$ cat src/rtl/sha256_pkg.sv
// SHA-256 shared definitions: round constants, initial hash values,
// state/word types, FSM encoding and the FIPS 180-4 bit functions.
package sha256_pkg;

    typedef logic [31:0] word_t;
    // Element 7 is a/H0, element 0 is h/H7, so {a..h} maps MSB first.
    typedef word_t [7:0]  st8_t;
    // Element 15 is the oldest word W[t], element 0 the newest.
    typedef word_t [15:0] win_t;

    typedef enum logic [1:0] {IDLE, ROUND, FINAL, HOLD} state_t;

    localparam word_t K [64] = '{
        32'h428a2f98, 32'h71374491, 32'hb5c0fbcf, 32'he9b5dba5,
        32'h3956c25b, 32'h59f111f1, 32'h923f82a4, 32'hab1c5ed5,
        32'hd807aa98, 32'h12835b01, 32'h243185be, 32'h550c7dc3,
        32'h72be5d74, 32'h80deb1fe, 32'h9bdc06a7, 32'hc19bf174,
        32'he49b69c1, 32'hefbe4786, 32'h0fc19dc6, 32'h240ca1cc,
        32'h2de92c6f, 32'h4a7484aa, 32'h5cb0a9dc, 32'h76f988da,
        32'h983e5152, 32'ha831c66d, 32'hb00327c8, 32'hbf597fc7,
        32'hc6e00bf3, 32'hd5a79147, 32'h06ca6351, 32'h14292967,
        32'h27b70a85, 32'h2e1b2138, 32'h4d2c6dfc, 32'h53380d13,
        32'h650a7354, 32'h766a0abb, 32'h81c2c92e, 32'h92722c85,
        32'ha2bfe8a1, 32'ha81a664b, 32'hc24b8b70, 32'hc76c51a3,
        32'hd192e819, 32'hd6990624, 32'hf40e3585, 32'h106aa070,
        32'h19a4c116, 32'h1e376c08, 32'h2748774c, 32'h34b0bcb5,
        32'h391c0cb3, 32'h4ed8aa4a, 32'h5b9cca4f, 32'h682e6ff3,
        32'h748f82ee, 32'h78a5636f, 32'h84c87814, 32'h8cc70208,
        32'h90befffa, 32'ha4506ceb, 32'hbef9a3f7, 32'hc67178f2
    };

    localparam st8_t IV256 = {
        32'h6a09e667, 32'hbb67ae85, 32'h3c6ef372, 32'ha54ff53a,
        32'h510e527f, 32'h9b05688c, 32'h1f83d9ab, 32'h5be0cd19
    };

    localparam st8_t IV224 = {
        32'hc1059ed8, 32'h367cd507, 32'h3070dd17, 32'hf70e5939,
        32'hffc00b31, 32'h68581511, 32'h64f98fa7, 32'hbefa4fa4
    };

    function automatic word_t rotr(input word_t x, input int n);
        return (x >> n) | (x << (32 - n));
    endfunction

    function automatic word_t e0(input word_t x);
        return rotr(x, 2) ^ rotr(x, 13) ^ rotr(x, 22);
    endfunction

    function automatic word_t e1(input word_t x);
        return rotr(x, 6) ^ rotr(x, 11) ^ rotr(x, 25);
    endfunction

    function automatic word_t s0(input word_t x);
        return rotr(x, 7) ^ rotr(x, 18) ^ (x >> 3);
    endfunction

    function automatic word_t s1(input word_t x);
        return rotr(x, 17) ^ rotr(x, 19) ^ (x >> 10);
    endfunction

    function automatic word_t ch(input word_t x, input word_t y, input word_t z);
        return (x & y) ^ (~x & z);
    endfunction

    function automatic word_t maj(input word_t x, input word_t y, input word_t z);
        return (x & y) ^ (x & z) ^ (y & z);
    endfunction

endpackage

$ cat src/rtl/sha256_round.sv
// One combinational SHA-256 round plus one message-schedule step.
// Ports: i_st/o_st working vars a..h, i_win/o_win 16-word window, i_k constant.
module sha256_round
    import sha256_pkg::*;
(
    input  st8_t  i_st,
    input  win_t  i_win,
    input  word_t i_k,
    output st8_t  o_st,
    output win_t  o_win
);

    word_t w_t1;
    word_t w_t2;
    word_t w_new;

    // a=[7] b=[6] c=[5] d=[4] e=[3] f=[2] g=[1] h=[0]
    assign w_t1 = i_st[0] + e1(i_st[3]) + ch(i_st[3], i_st[2], i_st[1])
                + i_k + i_win[15];
    assign w_t2 = e0(i_st[7]) + maj(i_st[7], i_st[6], i_st[5]);

    assign o_st = {w_t1 + w_t2, i_st[7], i_st[6], i_st[5],
                   i_st[4] + w_t1, i_st[3], i_st[2], i_st[1]};

    // W[t+16] = s1(W[t+14]) + W[t+9] + s0(W[t+1]) + W[t]
    assign w_new = s1(i_win[1]) + i_win[6] + s0(i_win[14]) + i_win[15];
    assign o_win = {i_win[14:0], w_new};

endmodule

$ cat src/rtl/sha256_core.sv
// SHA-256/224 block core, UNROLL rounds per clock, valid/ready in and out.
// Ports: clk, rst (sync high), in_* block handshake, out_* digest handshake, busy.
module sha256_core
    import sha256_pkg::*;
#(
    parameter int UNROLL = 1
) (
    input  logic         clk,
    input  logic         rst,
    input  logic         in_valid,
    output logic         in_ready,
    input  logic [511:0] in_block,
    input  logic         in_first,
    input  logic         in_last,
    input  logic         in_mode224,
    output logic         out_valid,
    input  logic         out_ready,
    output logic [255:0] out_digest,
    output logic         busy
);

    if (UNROLL != 1 && UNROLL != 2 && UNROLL != 4 && UNROLL != 8 &&
        UNROLL != 16 && UNROLL != 32 && UNROLL != 64) begin : g_bad_unroll
        $error("sha256_core: UNROLL must be 1,2,4,8,16,32 or 64");
    end

    state_t         r_state;
    logic   [6:0]   r_cnt;
    st8_t           r_work;
    win_t           r_win;
    st8_t           r_chain;
    logic           r_mode;
    logic           r_last;
    logic           r_in_ready;
    logic           r_out_valid;
    logic           r_busy;
    logic   [255:0] r_digest;

    st8_t           w_st  [UNROLL+1];
    win_t           w_win [UNROLL+1];
    st8_t           w_sum;
    st8_t           w_iv;
    logic   [255:0] w_dig;
    logic   [6:0]   w_cnt_nxt;

    assign w_st[0]  = r_work;
    assign w_win[0] = r_win;

    for (genvar u = 0; u < UNROLL; u++) begin : g_rnd
        sha256_round u_rnd (
            .i_st  (w_st[u]),
            .i_win (w_win[u]),
            .i_k   (K[r_cnt[5:0] + 6'(u)]),
            .o_st  (w_st[u+1]),
            .o_win (w_win[u+1])
        );
    end

    always_comb begin
        for (int i = 0; i < 8; i++) begin
            w_sum[i] = r_chain[i] + r_work[i];
        end
    end

    assign w_iv      = in_mode224 ? IV224 : IV256;
    assign w_dig     = r_mode ? {w_sum[7:1], 32'h0} : w_sum;
    assign w_cnt_nxt = r_cnt + 7'(UNROLL);

    always_ff @(posedge clk) begin
        if (rst) begin
            r_state     <= IDLE;
            r_cnt       <= '0;
            r_work      <= '0;
            r_win       <= '0;
            r_chain     <= '0;
            r_mode      <= 1'b0;
            r_last      <= 1'b0;
            r_in_ready  <= 1'b1;
            r_out_valid <= 1'b0;
            r_busy      <= 1'b0;
            r_digest    <= '0;
        end else begin
            unique case (r_state)
                IDLE: begin
                    if (in_valid) begin
                        r_win      <= in_block;
                        r_cnt      <= '0;
                        r_last     <= in_last;
                        r_state    <= ROUND;
                        r_in_ready <= 1'b0;
                        r_busy     <= 1'b1;
                        if (in_first) begin
                            // New message: prior chain is discarded.
                            r_work  <= w_iv;
                            r_chain <= w_iv;
                            r_mode  <= in_mode224;
                        end else begin
                            r_work <= r_chain;
                        end
                    end
                end
                ROUND: begin
                    r_work <= w_st[UNROLL];
                    r_win  <= w_win[UNROLL];
                    r_cnt  <= w_cnt_nxt;
                    if (w_cnt_nxt == 7'd64) begin
                        r_state <= FINAL;
                    end
                end
                FINAL: begin
                    r_chain <= w_sum;
                    if (r_last) begin
                        r_digest    <= w_dig;
                        r_out_valid <= 1'b1;
                        r_state     <= HOLD;
                    end else begin
                        r_state    <= IDLE;
                        r_in_ready <= 1'b1;
                        r_busy     <= 1'b0;
                    end
                end
                HOLD: begin
                    if (out_ready) begin
                        r_out_valid <= 1'b0;
                        r_state     <= IDLE;
                        r_in_ready  <= 1'b1;
                        r_busy      <= 1'b0;
                    end
                end
                default: r_state <= IDLE;
            endcase
        end
    end

    assign in_ready   = r_in_ready;
    assign out_valid  = r_out_valid;
    assign out_digest = r_digest;
    assign busy       = r_busy;

endmodule

$ cat config.mk
export PLATFORM = sky130hd
export DESIGN_NAME = sha256_core
export DESIGN_NICKNAME = d
export VERILOG_FILES = /design/src/rtl/sha256_pkg.sv /design/src/rtl/sha256_round.sv /design/src/rtl/sha256_core.sv
export SDC_FILE = /design/constraint.sdc
export NUM_CORES = 2
export LEC_CHECK = 0
export BUFFER_PORTS_ARGS = -buffer_cell sky130_fd_sc_hd__buf_2
export CORE_MARGIN = 4
export CORE_UTILIZATION = 45
export CTS_CLUSTER_SIZE = 24
export DETAILED_ROUTE_END_ITERATION = 12
export GPL_TIMING_DRIVEN = 0
export PLACE_DENSITY = 0.63
export REMOVE_ABC_BUFFERS = 1
export SETUP_SLACK_MARGIN = 0.2
export SYNTH_ARGS = -nofsm -noshare
export SYNTH_HDL_FRONTEND = slang
export SYNTH_SLANG_ARGS = --single-unit
$ cat constraint.sdc
create_clock -name clk -period 9.2 [get_ports clk]
set_clock_uncertainty 0.15 [all_clocks]
set_input_delay 0.92 -clock clk [delete_from_list [all_inputs] [get_ports clk]]
set_output_delay 0.92 -clock clk [all_outputs]
set_load 0.05 [all_outputs]
==> out/results.ini <==
[place]
io_buffer_count=777
hpwl_mm=245
placed_area_mm2=0.0868
gp_congestion=0.965

[hold_path]
whs_path_depth=3
hp-class=primary input to flip-flop
hold_start=in_block[116]
min_to=r_win[116]$_SDFFE_PP0P_

[detailed_routing]
dr.pass1.iters=6
met1Wirelength_mm=134
wl_met3_mm=25.6
wl_per_cell_um=25.1
dr_wl_met2_mm=151
drt_drc_violations_left=0
route.vias.total=79406
routed_wl_mm=330
final_antenna_net_count=0
top_layer=met5
initialDrtViolationCount=8116
viasPerCell=6.02

[layout]
layout_commonest_cell=nand2_1
final_cell_mix=nand2_1, dfxtp_1, nor2_1
syn_to_final_growth_pct=15.3
finalNetCount=11783
drive_gt1_share_pct=11.9
stdcell_area_mm2=0.0926

[setup_path]
required_ns=9.76
timing.reg2reg.setup_slack_ns=0.58
cp_max_fo=5
cp-start-kind=flip-flop
r2r_end=r_work[249]$_SDFFE_PP0P_
reg2reg_depth=26
crit_start=r_work[97]$_SDFFE_PP0P_
crit_arrival_ns=9.18
critical_path_class=flip-flop to flip-flop
r2r_start=r_work[97]$_SDFFE_PP0P_
endpoint_kind=flip-flop

[synthesis]
synth_cells=10447
ys_types=90
synthFlopType=dfxtp_1
synth_area_mm2=0.0803
synth_area_leaders=dfxtp_1, nand2_1, ha_1
synth_top_area_cell=dfxtp_1
yosysSeqAreaShare_pct=32.2
synth_top_area_share_pct=32.2
ys_warn_count=0
syn_area_per_cell_um2=7.69
synth_enable_flop_cells=0
async_flop_share_pct=0
ys_ff_latch=1294

[floorplan]
core-area_mm2=0.177
ios=778
rows=154
die_x_um=431
die_height_um=431
start_util_pct=45.4
dieArea_mm2=0.185

[timing]
rsz0062_at_grt=no
whs_ns=0.207
slew_viol_final=0
setup_viol_count_final=0
finalCriticalPeriod_ns=8.62
max_slew.worst_pin.slew_ns=1.42
final-hold-violation-count=0
relSlewSlack_pct=5.01
max_clock_freq_ghz=0.116
period_share_pct=93.7

[power]
netSwitchingFraction_pct=49.8
p_comb_share_pct=66.6
p_per_area_mw_per_mm2=452
pwr-share-seq_pct=18.1
p_switching_w=0.0209
p_clk_share_pct=15.3
vdd_drop_max_mv=0.756
intPower_w=0.0210
leakage_nw=38.8

[clock_network]
clockBufferDepth=3
cts_max_level=4
cts_sinks=1294
numCtsBuffers=153
cts-root-buf=clkbuf_16
postCtsHoldBufs=0
cts_tree=built
cts.clk_slew.worst_paths_ns=0.06
clk_latency_ns=0.83

[global_routing]
grt_pass1_vias=74859
antenna_found_initial=94
grt_pass1_wl_mm=483
grt_usage_pct=34.0
grt-ovfl-total=0
grt_max_degree=154

[job]
max_cap_violations=0

[run_status]
status=finished, final reports clean

## sequential cells by signal, summed over array words and instances (netlist names)
register,cells
r_state,2
r_cnt,7
r_last,1
busy,1
out_valid,1
r_work,256
out_digest,256
in_ready,1
r_win,512
r_chain,256
r_mode,1
## worst max-delay path: stages, from the launching register on
cell and delay (ns):
dfxtp_1 0.75, mux2i_2 0.54, fa_1 0.52, fa_1 0.51, fa_1 0.41, inv_1 0.07, ha_1 0.17, inv_1 0.07
fa_1 0.45, nor2b_1 0.23, o21ai_1 0.18, a21oi_2 0.31, o211ai_1 0.14, nand2b_1 0.13, a21o_1 0.12, a21oi_1 0.07
xnor2_1 0.46, fa_1 0.51, ha_1 0.39, nand2_1 0.13, o21ai_0 0.70, o31ai_1 0.17, a21boi_0 0.38, o21ai_0 0.31
a21oi_1 0.36, nand3_1 0.12, and3b_1 0.17
## stage by stage
stage	power, W	TNS (ns)	util, %	cells	setup WS, ns
2_1_floorplan	0.0277	-	-	9604	-53.70
3_3_place_gp	0.0348	-	47.5	12721	-157.35
3_5_place_dp	0.0348	-35.43	49.1	12836	-2.07
4_1_cts	0.0415	0	52.1	13117	0.215
5_1_grt	0.0450	0	52.3	13150	0.188
6_report	0.0419	0	52.3	13181	0.578
## synthesized netlist by cell type (all sizes together), types with 13 or more instances
cell type	number
a21boi	14
a21oi	948
nand3	140
a221oi	38
a31oi	154
o2111ai	15
or2	18
and2	39
dfxtp	1294
a21o	191
or3	34
mux2i	38
a211oi	170
mux2	15
nand4	33
o311ai	14
fa	195
o22ai	49
o211ai	42
o21a	60
a22o	17
o21ai	325
clkbuf	774
buf	69
inv	333
xnor2	433
nor4	25
ha	396
nor2b	80
maj3	21
a211o	17
a22oi	32
o21bai	47
a311oi	500
a2111oi	61
o31ai	31
nor2	1156
nand2	1862
and3	94
nand2b	88
xor2	148
nor3	303
o221ai	13
## cell families (layout without fill, tap and decap cells)
group / count (synthesis) / after routing / synth area share [%]
compound gates: 2806 / 2806 / 23.2
xor+xnor: 582 / 582 / 6.37
fa+ha+maj: 612 / 612 / 11.3
buf+inv: 1178 / 1526 / 5.51
flops: 1294 / 1294 / 32.2
mux: 59 / 59 / 0.852
other cells: 0 / 46 / 0
simple gates: 3916 / 3916 / 20.5
## power by group through the flow
stage	Sequential, W	Combinational, W	Clock [W]
6_report	0.00758	0.0279	0.00642
5_1_grt	0.00764	0.0306	0.00673
4_1_cts	0.00756	0.0274	0.00651
3_5_place_dp	0.00768	0.0271	0
3_3_place_gp	0.00771	0.0271	0
2_1_floorplan	0.00718	0.0205	0
## cell type report
type,instances,area (µm²)
Clock inverter,52,643
Multi-Input combinational cell,7975,50300
Tap cell,2340,2930
Inverter,335,1290
Sequential cell,1294,25900
Timing Repair Buffer,914,6800
Clock buffer,225,4610
Antenna cell,46,115
Fill cell,17083,84300
## how the worst max path moves through the flow
stage	depth (start not counted)	endpoint
finish	26	r_work[249]$_SDFFE_PP0P_
global route	34	r_work[255]$_SDFFE_PP0P_
CTS	31	r_work[255]$_SDFFE_PP0P_
detailed placement	31	r_work[255]$_SDFFE_PP0P_
global placement	4	r_work[135]$_SDFFE_PP0P_
floorplan	4	r_work[12]$_SDFFE_PP0P_
## what timing repair did
action,4_1_cts,5_1_grt
setup buffers,4,18
endpoints found under the setup margin,37,24
pin swaps,0,3
gates resized for setup,20,26
## metal layers
| layer | track usage (%) | up-vias |
|---|---|---|
| li1 | - | 37140 |
| met1 | 43.0 | 38325 |
| met2 | 54.8 | 3111 |
| met3 | 7.01 | 752 |
| met4 | 17.8 | 78 |
| met5 | 0 | - |
Power figures use the tool's default switching activity.
